**src/rtl/bus_cycle_sched.sv**
```systemverilog
// Bus-cycle sequencer: phase-counter strobes, CPU/debug RAM time-sharing and CPU halt.
// Define BUS_SCHED_TRACE_EN to add the cpu_sync/cpu_rdata inputs and the trace output.
module bus_cycle_sched #(
    parameter int PERIOD   = 16,
    parameter int VIA_DIV  = 4,
    parameter int SLOT     = 8,
    parameter int PHI2_LOW = 8
) (
    input  logic        cpu_clk,
    input  logic        cpu_reset,
    input  logic        halt,
    input  logic [12:0] cpu_addr,
    input  logic        cpu_we,
    input  logic [7:0]  cpu_wdata,
    input  logic        dbg_req,
    input  logic        dbg_we,
    input  logic [12:0] dbg_addr,
    input  logic [7:0]  dbg_wdata,
    output logic        dbg_ack,
    output logic [7:0]  dbg_rdata,
    input  logic [7:0]  ram_rdata,
    output logic        ram_en,
    output logic        ram_we,
    output logic [12:0] ram_addr,
    output logic [7:0]  ram_wdata,
    output logic        cpu_clken,
    output logic        cpu_clken1,
    output logic        via_clken,
`ifdef BUS_SCHED_TRACE_EN
    input  logic        cpu_sync,
    input  logic [7:0]  cpu_rdata,
    output logic [10:0] trace,
`endif
    output logic        phi2
);

    localparam int PW = $clog2(PERIOD);
    localparam logic [PW-1:0] LAST     = PW'(PERIOD - 1);
    localparam logic [PW-1:0] SLOT_P   = PW'(SLOT);
    localparam logic [PW-1:0] PHI2_CLR = PW'(PHI2_LOW - 1);
    localparam logic [PW-1:0] VIA_MASK = PW'(VIA_DIV - 1);

    typedef enum logic [1:0] {
        IDLE,
        PEND,
        DONE,
        WAITLOW
    } dbg_state_t;

    dbg_state_t state, state_next;

    logic [PW-1:0] p;
    logic [PW-1:0] p_next;
    logic          halt_q;
    logic          dbg_issue;
    logic [7:0]    rdata_q;

    assign p_next = p + PW'(1);

    // Strobes are computed one phase early so they are plain flops that read 0 in reset.
    always_ff @(posedge cpu_clk) begin
        if (cpu_reset) begin
            p          <= '0;
            halt_q     <= 1'b0;
            cpu_clken  <= 1'b0;
            cpu_clken1 <= 1'b0;
            via_clken  <= 1'b0;
            phi2       <= 1'b0;
            rdata_q    <= '0;
        end else begin
            p          <= p_next;
            cpu_clken  <= (p == LAST) && !halt;
            cpu_clken1 <= (p == '0) && !halt_q;
            via_clken  <= (p_next & VIA_MASK) == '0;
            if (p == LAST) begin
                halt_q <= halt;
            end
            if ((p == LAST) && !halt) begin
                phi2 <= 1'b1;
            end else if (p == PHI2_CLR) begin
                phi2 <= 1'b0;
            end
            if (state == DONE) begin
                rdata_q <= ram_rdata;
            end
        end
    end

    always_ff @(posedge cpu_clk) begin
        if (cpu_reset) begin
            state <= IDLE;
        end else begin
            state <= state_next;
        end
    end

    always_comb begin
        state_next = state;
        dbg_issue  = 1'b0;
        dbg_ack    = 1'b0;
        dbg_rdata  = rdata_q;
        case (state)
            IDLE: begin
                if (dbg_req) state_next = PEND;
            end
            PEND: begin
                if (p == SLOT_P) begin
                    dbg_issue  = 1'b1;
                    state_next = DONE;
                end
            end
            DONE: begin
                dbg_ack    = 1'b1;
                dbg_rdata  = ram_rdata;
                state_next = WAITLOW;
            end
            WAITLOW: begin
                if (!dbg_req) state_next = IDLE;
            end
            default: state_next = IDLE;
        endcase
    end

    // The CPU slot (phase 1) and the debug slot can never overlap since SLOT >= 3.
    always_comb begin
        ram_en    = 1'b0;
        ram_we    = 1'b0;
        ram_addr  = '0;
        ram_wdata = '0;
        if (cpu_clken1) begin
            ram_en    = 1'b1;
            ram_we    = cpu_we;
            ram_addr  = cpu_addr;
            ram_wdata = cpu_wdata;
        end else if (dbg_issue) begin
            ram_en    = 1'b1;
            ram_we    = dbg_we;
            ram_addr  = dbg_addr;
            ram_wdata = dbg_wdata;
        end
    end

`ifdef BUS_SCHED_TRACE_EN
    logic       trace_sync;
    logic       trace_rnw;
    logic [7:0] trace_data;

    always_ff @(posedge cpu_clk) begin
        if (cpu_reset) begin
            trace_sync <= 1'b0;
            trace_rnw  <= 1'b0;
            trace_data <= '0;
        end else if (cpu_clken) begin
            trace_sync <= cpu_sync;
            trace_rnw  <= !cpu_we;
            trace_data <= cpu_we ? cpu_wdata : cpu_rdata;
        end
    end

    assign trace = {phi2, trace_sync, trace_rnw, trace_data};
`endif

endmodule

```
**config.mk**
```make
export PLATFORM = sky130hd
export DESIGN_NAME = bus_cycle_sched
export DESIGN_NICKNAME = d
export VERILOG_FILES = /design/src/rtl/bus_cycle_sched.sv
export SDC_FILE = /design/constraint.sdc
export NUM_CORES = 1
export LEC_CHECK = 0
export BUFFER_PORTS_ARGS = -buffer_cell sky130_fd_sc_hd__buf_2
export CORE_MARGIN = 2
export CORE_UTILIZATION = 40
export DETAILED_ROUTE_END_ITERATION = 6
export GPL_TIMING_DRIVEN = 1
export PLACE_DENSITY = 0.84
export SLEW_MARGIN = 10
export SYNTH_ARGS = -nofsm -noshare
export SYNTH_HDL_FRONTEND = slang
export SYNTH_SLANG_ARGS = --single-unit
```
**constraint.sdc**
```tcl
create_clock -name cpu_clk -period 2.69 [get_ports cpu_clk]
set_clock_uncertainty 0.15 [all_clocks]
set_input_delay 0.269 -clock cpu_clk [delete_from_list [all_inputs] [get_ports cpu_clk]]
set_output_delay 0.269 -clock cpu_clk [all_outputs]
set_load 0.005 [all_outputs]
```
# ---- Word-level counts from Yosys, hierarchy flattened
# Cells that the tools add are included.
dict set report classes {
  addsub 1
  eq_ne 9
  muxes 18
  reduce_logical 9
}
# cell n
set op_table {}
lappend op_table {{$mux 13} 2}
lappend op_table {{$mux 8} 3}
lappend op_table {{$mux 1} 9}
lappend op_table {{$eq 4x4->1 const B} 2}
lappend op_table {{$logic_not 4->1} 2}
lappend op_table {{$pmux 2 s4} 1}
lappend op_table {{$mux 2} 3}
lappend op_table {{$ne 2x2->1 const B} 3}
lappend op_table {{$add 4x1->4 const B} 1}
lappend op_table {{$eq 2x2->1 const B} 2}
lappend op_table {{$eq 4x3->1 const B} 1}
lappend op_table {{$reduce_and 3->1} 1}
lappend op_table {{$eq 2x1->1 const B} 1}
lappend op_table {{$logic_and 1x1->1} 2}
lappend op_table {{$logic_not 1->1} 2}
lappend op_table {{$logic_not 2->1} 1}
lappend op_table {{$reduce_bool 2->1} 1}
dict set report word_totals {
  regBits 19
  output_inout_bits 36
  wordCells 45
}

# ---- Logic depth before layout (Yosys ltp)
# Gate-level depths: netlist of the first run.
dict set report logic_depth {
  ltp_word 5
  depth_mapped 6
}

# ---- Least setup slack after synthesis of the first run
# OpenSTA, ideal clock, no wires.
dict set report synth_timing {
  path_kind {reg-to-output}
  from {reg p[0]}
  to {out ram_addr[0]}
  t_arrival_ns 1.232
  path_slack_ns 1.039
  path_stages_with_launch 7
  path_cell_list {dfxtp_1 -> inv_1 -> ha_1 -> nand3b_4 -> nor3b_4 -> buf_6 -> a22o_1}
}
dict set report synth_via {
  elab_chain_len 5
}
# element line_no
set synth_rtl {}
lappend synth_rtl {{from (decl)} 52} ;# logic [PW-1:0] p;
lappend synth_rtl {{from (signal assigned)} 71} ;# p <= p_next;
lappend synth_rtl {{$eq 4x4->1} 107} ;# if (p == SLOT_P) begin
lappend synth_rtl {{$mux 1} 107}
lappend synth_rtl {{$mux 1} 102} ;# case (state)
lappend synth_rtl {{$mux 13} 135} ;# end else if (dbg_issue) begin
lappend synth_rtl {{$mux 13} 130} ;# if (cpu_clken1) begin
lappend synth_rtl {{to (decl)} 24} ;# output logic [12:0] ram_addr,
# Every way passes these cells.

# ---- Final worst setup path of the first run
dict set report layout_timing {
  from {reg p[0]}
  to {out ram_addr[12]}
}
# Same word-level chain as after synthesis.

==> results of run 1 <==
## power groups by stage
| stage | clock network, uW | registers (uW) | logic, uW |
|---|---|---|---|
| final | 141 | 346 | 355 |
| after global routing | 154 | 352 | 395 |
| after CTS | 144 | 347 | 359 |
| after detailed placement | 0 | 353 | 357 |
| after global placement | 0 | 349 | 340 |
| after floorplan | 0 | 347 | 219 |
## metal layers
| metal | GRT usage (%) | vias to the layer above | part of all wire (%) |
|---|---|---|---|
| met5 | 0 | - | 0 |
| met4 | 4.181 | 0 | 0.52 |
| met3 | 3.488 | 2 | 7.9 |
| met2 | 40.48 | 60 | 54 |
| met1 | 20.77 | 513 | 37 |
| li1 | - | 555 | - |
## final timing paths
| path | endpoint | slack, ns | depth (start not counted) |
|---|---|---|---|
| max | ram_addr[12] | 0.26 | 7 |
| min | p[0] | 0.07 | 2 |
| max reg2reg | rdata_q[6] | 1.04 | 4 |
| min reg2reg | p[0] | 0.33 | 1 |
## cell families (layout without fill, tap and decap cells)
logic type               count (synthesis)  in the layout  synth area share (%)
flip-flops                              19             19                 35.47
multiplexers                            11             11                 11.20
AO/OA/AOI/OAI                           26             26                 23.10
XOR/XNOR                                 2              2                 1.634
AND/OR/NAND/NOR                         27             27                 15.87
buffers and inverters                   12            103                 5.717
adder cells (fa/ha/maj)                  6              6                 7.001
## registers in the layout, indices dropped and copies added (netlist names)
register / cells
cpu_clken1: 1
cpu_clken: 1
state: 2
halt_q: 1
rdata_q: 8
phi2: 1
p: 4
via_clken: 1
## worst max-delay path: stages, from the launching register on
cell,delay (ns)
dfxtp_1,0.36
inv_1,0.06
ha_1,0.22
nand3b_4,0.11
nor3b_4,0.42
buf_4,0.26
a22o_1,0.15
buf_2,0.12
## metrics by stage
| stage | hold slack, ns | utilization [%] | cells | setup WS, ns | cell area, sq um |
|---|---|---|---|---|---|
| floorplan | 0.1857 | - | 103 | 1.039 | 1072 |
| global placement | 0.2932 | 61.66 | 220 | 0.6466 | 1541 |
| detailed placement | 0.3047 | 61.66 | 220 | 0.5804 | 1541 |
| CTS | 0.06679 | 62.76 | 224 | 0.2469 | 1569 |
| global route | 0.07977 | 62.76 | 224 | 0.08693 | 1569 |
| finish | 0.06597 | 62.76 | 224 | 0.2639 | 1569 |
## cells in the final DEF, fill, tap and decap left out, drive strengths merged, types with 3 or more instances in the layout
| cell | instances |
|---|---|
| mux2i | 3 |
| clkbuf | 3 |
| mux2 | 8 |
| nor2b | 3 |
| nand2 | 4 |
| inv | 6 |
| dfxtp | 19 |
| a22o | 22 |
| buf | 93 |
| nor2 | 5 |
| and2 | 8 |
| ha | 6 |
## cell type report
| type | instances | area [sq um] | share of cell area [%] |
|---|---|---|---|
| clock buffers | 3 | 22.52 | 1.435 |
| clock inverters | 1 | 5.005 | 0.3190 |
| inverters | 6 | 22.52 | 1.435 |
| multi-input cells | 72 | 630.6 | 40.19 |
| flip-flops and latches | 19 | 380.4 | 24.24 |
| well taps | 30 | 37.54 | 2.392 |
| repair buffers | 93 | 470.5 | 29.98 |
==> results.sh, run 1 <==
export IMPL_syn_area_per_cell_sq_um=10.41
export IMPL_drv_cap=0
export IMPL_ys_types=26
export IMPL_p_seq_share_pct=41.1
export IMPL_dr_pass1_iters=4
export IMPL_post_drt_wl_per_cell_um=13.72
export IMPL_arrival_ns=2.01
export IMPL_power_density_mw_per_mm2=536.4
export IMPL_nets=257
export IMPL_hpwl_um=2543
export IMPL_max_slew_worst_pin_slew_ns=0.4220
export IMPL_synth_cells=103
export IMPL_p_leak_uw=0.0008935
export IMPL_synth_area_sq_mm=0.001072
export IMPL_regToRegStartpoint="state[0]"
export IMPL_place_congestion=0.9972
export IMPL_yosysSeqAreaShare_pct=35.47
export IMPL_globalRouteOverflowTotal=0
export IMPL_grt_max_degree=25
export IMPL_io_pins=92
export IMPL_synthToLayoutAreaGrowth_pct=46.32
export IMPL_fmax_mhz=412.2
export IMPL_routed_via_density=5.045
export IMPL_async_flop_share_pct=0
export IMPL_core_sq_mm=0.002500
export IMPL_slew_limit_headroom_pct=71.84
export IMPL_chipHeight_um=55.78
export IMPL_synth_top_cell_area_share_pct=35.47
export IMPL_antenna_left=0
export IMPL_yosys_most_used_dff="dfxtp_1"
export IMPL_drive_above_1_share_pct=62.37
export IMPL_grt_pass1_wl_um=5126
export IMPL_synth_edf_count=0
export IMPL_grt_setup_unrepaired="false"
export IMPL_worstHoldStart="cpu_reset"
export IMPL_grt_pass1_vias=1173
export IMPL_dieArea_sq_mm=0.003111
export IMPL_synth_top_area_cell="dfxtp_1"
export IMPL_port_buffers=91
export IMPL_critical_path_class="flip-flop to primary output"
export IMPL_finalHoldViolCount=0
export IMPL_cp_max_fo=12
export IMPL_root_buffer="clkbuf_4"
export IMPL_vias=1130
export IMPL_fp_row_count=18
export IMPL_synth_area_leaders="dfxtp_1 (35%), a22o_1 (9.8%), a22o_2 (9.3%), mux2_2 (8.4%), ha_1 (7.0%)"
export IMPL_post_cts_resized=0
export IMPL_cts_setup_buffers=0
export IMPL_cts_buffers=3
export IMPL_wirelength_um=3073
export IMPL_track_usage_pct=19.91
export IMPL_cts_sinks=19
export IMPL_crit_required_ns=2.27
export IMPL_drc=0
export IMPL_yosysMostFrequentCell="dfxtp_1"
export IMPL_cts_path_max_buffers=2
export IMPL_endpoint_kind="primary output"
export IMPL_p_comb_share_pct=42.2
export IMPL_crit_start="p[0]"
export IMPL_fin_setup_tns_ns=0
export IMPL_swShare_pct=31.16
export IMPL_initial_utilization_pct=42.89
export IMPL_path_clk_slew_ns=0.11
export IMPL_power_uw=841.6
export IMPL_fin_crit_ns=2.426
export IMPL_cp_start_kind="flip-flop"
export IMPL_synth_commonest_cells="dfxtp_1 (19), a22o_1 (12), a22o_2 (10)"
export IMPL_cts_tree="yes"
export IMPL_ir_worst_vdd_uv=450.1
export IMPL_first_iter_violations=75
export IMPL_p_int_uw=579.4
export IMPL_syn_num_nets=165
export IMPL_p_switching_uw=262.2
export IMPL_holdBufCountCts=0
export IMPL_nFillCells=211
export IMPL_clkLatencyLatePin_ns=0.29
export IMPL_synth_seq_cells=19
export IMPL_die_x_um=55.78
export IMPL_status="finished clean"
export IMPL_hp_class="primary input to flip-flop"
export IMPL_ys_warnings_count=0
export IMPL_slew_viol_final=0
export IMPL_antenna_found_initial=0
export IMPL_finalCritPeriodShare_pct=90.19
export IMPL_p_clk_share_pct=16.7
export IMPL_htreeDepth=1
export IMPL_finalSetupViolCount=0
export IMPL_num_antenna_cells=0
Power figures use the tool's default switching activity.
==> run 2, diff against run 1 <==
--- a/config.mk
+++ b/config.mk
@@ -10,6 +10,7 @@
 export CORE_UTILIZATION = 40
 export DETAILED_ROUTE_END_ITERATION = 6
 export GPL_TIMING_DRIVEN = 1
+export HOLD_SLACK_MARGIN = 0.1
 export PLACE_DENSITY = 0.84
 export SLEW_MARGIN = 10
 export SYNTH_ARGS = -nofsm -noshare
==> run 2 against run 1 <==
- routed wire length up 2.4%
- hold slack gained 0.10 ns
- sequential share of layout area is 0.31 points lower
- highest routed layer unchanged
- global-route usage is 0.48 points higher
- combinational power about the same
- die area unchanged
- fmax is 0.13% lower
- largest power group unchanged
- sequential power barely moved
==> results.sh, run 2 (synthesis results as in run 1) <==
export IMPL_top_register="rdata_q"
export IMPL_fmax_mhz=411.6
export IMPL_finalCritPeriodShare_pct=90.31
export IMPL_drc=0
export IMPL_final_core_util_pct=63.56
export IMPL_port_buffers=91
export IMPL_dr_wl_met3_um=239
export IMPL_crit_start="p[0]"
export IMPL_reg2reg_depth=4
export IMPL_io_pins=92
export IMPL_routed_via_density=5.035
export IMPL_cts_tree="yes"
export IMPL_crit_required_ns=2.27
export IMPL_crit_path_max_incr_delay_ns=0.42
export IMPL_hpwl_um=2543
export IMPL_nFillCells=211
export IMPL_path_buf_inv=3
export IMPL_cts_buffers=3
export IMPL_synthToLayoutAreaGrowth_pct=48.19
export IMPL_post_drt_wl_per_cell_um=13.93
export IMPL_finalSetupViolCount=0
export IMPL_place_congestion=0.9972
export IMPL_p_leak_uw=0.0009019
export IMPL_first_iter_violations=72
export IMPL_power_density_mw_per_mm2=530.8
export IMPL_layout_common_cells="buf_2 (91), dfxtp_1 (19), a22o_1 (12), a22o_2 (10)"
export IMPL_initial_utilization_pct=42.89
export IMPL_chipHeight_um=55.78
export IMPL_grt_setup_unrepaired="false"
export IMPL_cp_slowest_cell="nor3b_4"
export IMPL_cts_path_max_buffers=2
export IMPL_cp_max_fo=12
export IMPL_root_buffer="clkbuf_4"
export IMPL_path_clk_slew_ns=0.11
export IMPL_min_to="state[0]"
export IMPL_r2r_end="rdata_q[6]"
export IMPL_grt_pass1_vias=1187
export IMPL_dieArea_sq_mm=0.003111
export IMPL_path_delay_family="simple AND/OR/NAND/NOR gates"
export IMPL_die_x_um=55.78
export IMPL_hp_class="primary input to flip-flop"
export IMPL_ir_worst_vdd_uv=449.3
export IMPL_wl_met1_um=1146
export IMPL_nets=259
export IMPL_cp_start_kind="flip-flop"
export IMPL_endpoint_kind="primary output"
export IMPL_fp_row_count=18
export IMPL_antenna_found_initial=0
export IMPL_grt_max_degree=25
export IMPL_topRoutingLayerUsed="met4"
export IMPL_wirelength_um=3148
export IMPL_num_antenna_cells=0
export IMPL_clkLatencyLatePin_ns=0.29
export IMPL_crit_chain="inv_1 > ha_1 > nand3b_4 > nor3b_4 > buf_4 > a22o_1 > buf_2"
export IMPL_grt_pass1_wl_um=5223
export IMPL_drive_above_1_share_pct=61.73
export IMPL_regToRegStartpoint="state[0]"
export IMPL_slew_viol_final=0
export IMPL_globalRouteOverflowTotal=0
export IMPL_min_path_cells=3
export IMPL_dr_pass1_iters=4
export IMPL_slew_limit_headroom_pct=71.84
export IMPL_status="finished clean"
export IMPL_vias=1138
export IMPL_track_usage_pct=20.40
export IMPL_final_common_cell="buf_2"
export IMPL_cts_sinks=19
export IMPL_arrival_ns=2.01
export IMPL_drv_cap=0
export IMPL_reg2reg_slack_ns=1.05
export IMPL_htreeDepth=1
export IMPL_reg_top3="rdata_q (8), p (4), state (2)"
export IMPL_critical_path_class="flip-flop to primary output"
export IMPL_max_slew_worst_pin_slew_ns=0.4220
export IMPL_fin_crit_ns=2.429
export IMPL_largest_reg_flops=8
export IMPL_core_sq_mm=0.002500
export IMPL_antenna_left=0
export IMPL_worstHoldStart="dbg_req"
export IMPL_fin_setup_tns_ns=0
export IMPL_wl_met2_um=1745
export IMPL_finalHoldViolCount=0
-- run 2: changes by cell type in the layout (fill, tap and decap cells not counted) --
cell,change
dlygate4sd3_1,+2
-- run 2: metrics by stage --
| step | hold WS, ns | instances | total power, uW | cell area, sq um | setup WS [ns] |
|---|---|---|---|---|---|
| 2_1_floorplan | 0.1857 | 103 | 566.1 | 1072 | 1.039 |
| 3_3_place_gp | 0.2932 | 220 | 688.4 | 1541 | 0.6466 |
| 3_5_place_dp | 0.3047 | 220 | 710.4 | 1541 | 0.5804 |
| 4_1_cts | 0.1639 | 226 | 852.5 | 1589 | 0.2469 |
| 5_1_grt | 0.1762 | 226 | 904.0 | 1589 | 0.08693 |
| 6_report | 0.1676 | 226 | 843.4 | 1589 | 0.2606 |
-- run 2: power by group --
group	switching (uW)	internal (uW)	total, uW
Combinational	152	205	357
Sequential	24.7	321	346
Clock	85.3	55.2	141
Total	262	581	843
-- run 2: final cells by class --
class                      instances  area [sq um]  area share [%]
clock buffer                       3         22.52           1.417
clock inverter                     1         5.005          0.3150
inverter                           6         22.52           1.417
multi-input combinational         72         630.6           39.69
sequential                        19         380.4           23.94
tap                               30         37.54           2.362
timing repair buffer              95         490.5           30.87
-- run 2: how the worst max path moves through the flow --
stage               slack, ns  cells past startpoint           end
detailed placement       0.58                      7  ram_addr[12]
CTS                      0.25                      7  ram_addr[12]
floorplan                1.04                      6   ram_addr[0]
finish                   0.26                      7  ram_addr[12]
global placement         0.65                      7  ram_addr[12]
global route             0.09                      7  ram_addr[12]
-- run 2: per-layer routing --
layer,vias up,GRT usage [%]
met5,-,0
met4,0,4.181
met3,2,3.488
met2,58,42.01
met1,517,20.91
li1,561,-
-- run 2: worst min-delay path: stages --
cell and delay [ns]:
buf_2 0.09, a221oi_2 0.08, mux2i_1 0.12
-- run 2: timing repair --
action                                 4_1_cts  5_1_grt
buffers inserted                             0        0
gates resized for setup                      0        0
hold buffers                                 2        0
endpoints found under the hold margin        6        0
==> run 3, diff against run 2 <==
--- a/config.mk
+++ b/config.mk
@@ -6,12 +6,14 @@
 export NUM_CORES = 1
 export LEC_CHECK = 0
 export BUFFER_PORTS_ARGS = -buffer_cell sky130_fd_sc_hd__buf_2
+export CELL_PAD_IN_SITES_DETAIL_PLACEMENT = 0
+export CELL_PAD_IN_SITES_GLOBAL_PLACEMENT = 1
 export CORE_MARGIN = 2
-export CORE_UTILIZATION = 40
+export CORE_UTILIZATION = 28
 export DETAILED_ROUTE_END_ITERATION = 6
 export GPL_TIMING_DRIVEN = 1
 export HOLD_SLACK_MARGIN = 0.1
-export PLACE_DENSITY = 0.84
+export PLACE_DENSITY_LB_ADDON = 0.1
 export SLEW_MARGIN = 10
 export SYNTH_ARGS = -nofsm -noshare
 export SYNTH_HDL_FRONTEND = slang
==> run 3 against run 2 <==
- power grew 4.6%
- sequential share of layout area shrank 0.30 points
- setup slack gained 0.27 ns
- count of clock-buffer cells in the layout grew 1
- sequential cell count is the same
- die area grew 40%
- highest routed layer unchanged
==> results.sh, run 3 (synthesis results as in run 1) <==
export IMPL_status="finished clean"
export IMPL_routed_via_density=4.657
export IMPL_fin_crit_ns=2.160
export IMPL_root_buffer="clkbuf_8"
export IMPL_cp_start_kind="flip-flop"
export IMPL_arrival_ns=1.74
export IMPL_cts_path_max_buffers=2
export IMPL_wirelength_um=2808
export IMPL_nFillCells=374
export IMPL_max_slew_worst_pin_slew_ns=0.4114
export IMPL_holdBufCountCts=0
export IMPL_track_usage_pct=11.99
export IMPL_wl_met1_um=1141
export IMPL_slew_limit_headroom_pct=72.57
export IMPL_drc=0
export IMPL_slew_viol_final=0
export IMPL_ir_worst_vdd_uv=323.0
export IMPL_fp_row_count=22
export IMPL_grt_setup_unrepaired="false"
export IMPL_dr_wl_met3_um=305
export IMPL_largest_reg_flops=8
export IMPL_fin_setup_tns_ns=0
export IMPL_io_pins=92
export IMPL_initial_utilization_pct=29.29
export IMPL_finalCritPeriodShare_pct=80.31
export IMPL_p_leak_uw=0.0008985
export IMPL_core_sq_mm=0.003661
export IMPL_fmax_mhz=462.9
export IMPL_grt_pass1_vias=974
export IMPL_cp_max_fo=22
export IMPL_post_drt_wl_per_cell_um=11.60
export IMPL_chipHeight_um=65.89
export IMPL_port_buffers=91
export IMPL_endpoint_kind="primary output"
export IMPL_cts_buffers=3
export IMPL_htreeDepth=1
export IMPL_post_cts_resized=0
export IMPL_final_common_cell="buf_2"
export IMPL_nets=257
export IMPL_layout_common_cells="buf_2 (91), dfxtp_1 (19), a22o_1 (12), a22o_2 (10)"
export IMPL_clkLatencyLatePin_ns=0.25
export IMPL_hpwl_um=2254
export IMPL_top_register="rdata_q"
export IMPL_path_clk_slew_ns=0.07
export IMPL_cts_tree="yes"
export IMPL_power_density_mw_per_mm2=548.5
export IMPL_critical_path_class="flip-flop to primary output"
export IMPL_place_congestion=0.7403
export IMPL_finalHoldViolCount=0
export IMPL_dieArea_sq_mm=0.004341
export IMPL_crit_required_ns=2.27
export IMPL_grt_pass1_wl_um=4043
export IMPL_dr_pass1_iters=4
export IMPL_grt_max_degree=25
export IMPL_wl_met2_um=1308
export IMPL_topRoutingLayerUsed="met4"
export IMPL_synthToLayoutAreaGrowth_pct=50.06
export IMPL_cts_sinks=19
export IMPL_antenna_found_initial=0
export IMPL_num_antenna_cells=0
export IMPL_globalRouteOverflowTotal=0
export IMPL_first_iter_violations=25
export IMPL_finalSetupViolCount=0
export IMPL_final_core_util_pct=43.95
export IMPL_drv_cap=0
export IMPL_hp_class="primary input to flip-flop"
export IMPL_cts_setup_buffers=0
export IMPL_vias=1127
export IMPL_reg_top3="rdata_q (8), p (4), state (2)"
export IMPL_antenna_left=0
export IMPL_drive_above_1_share_pct=61.86
export IMPL_die_x_um=65.89
==> run 3: routing by layer <==
metal / track usage, % / vias to the layer above
li1: - / 555
met1: 11.77 / 508
met2: 23.23 / 59
met3: 2.385 / 5
met4: 6.250 / 0
met5: 0 / -
==> run 3: through the flow <==
step / setup WS, ns / total power [uW] / std cells / hold slack (ns) / area (sq um)
after floorplan: 1.039 / 566.1 / 103 / 0.1857 / 1072
after detailed placement: 0.8047 / 702.8 / 238 / 0.3021 / 1564
final: 0.5297 / 882.6 / 242 / 0.1148 / 1609
after global routing: 0.4195 / 951.9 / 242 / 0.1213 / 1609
after global placement: 0.8494 / 694.0 / 238 / 0.2942 / 1564
after CTS: 0.5089 / 902.5 / 242 / 0.1127 / 1609
==> run 3: worst paths after layout <==
| path | slack, ns | to | startpoint | cells past startpoint |
|---|---|---|---|---|
| hold / removal | 0.11 | p[0] | cpu_reset | 2 |
| setup reg to reg | 1.06 | rdata_q[6] | state[0] | 4 |
| setup / recovery | 0.53 | ram_wdata[6] | p[0] | 7 |
| hold reg to reg | 0.31 | p[0] | p[0] | 1 |
==> run 3: final cells by class <==
class	count	area, sq um	share of cell area [%]
multi-input cells	72	630.6	39.19
flip-flops and latches	19	380.4	23.64
clock buffers	4	45.04	2.799
inverters	6	22.52	1.400
repair buffers	93	470.5	29.24
well taps	48	60.06	3.733
==> run 3: power breakdown <==
group	internal (uW)	switching, uW
Combinational	201	143
Clock	105	89.6
Sequential	322	22.5
==> run 3: critical path: stages (launching register included) <==
cell and delay [ns]:
dfxtp_1 0.34, inv_1 0.06, ha_1 0.22, nand3b_4 0.11, nor3b_4 0.19, buf_4 0.27, a22o_1 0.18, buf_2 0.11
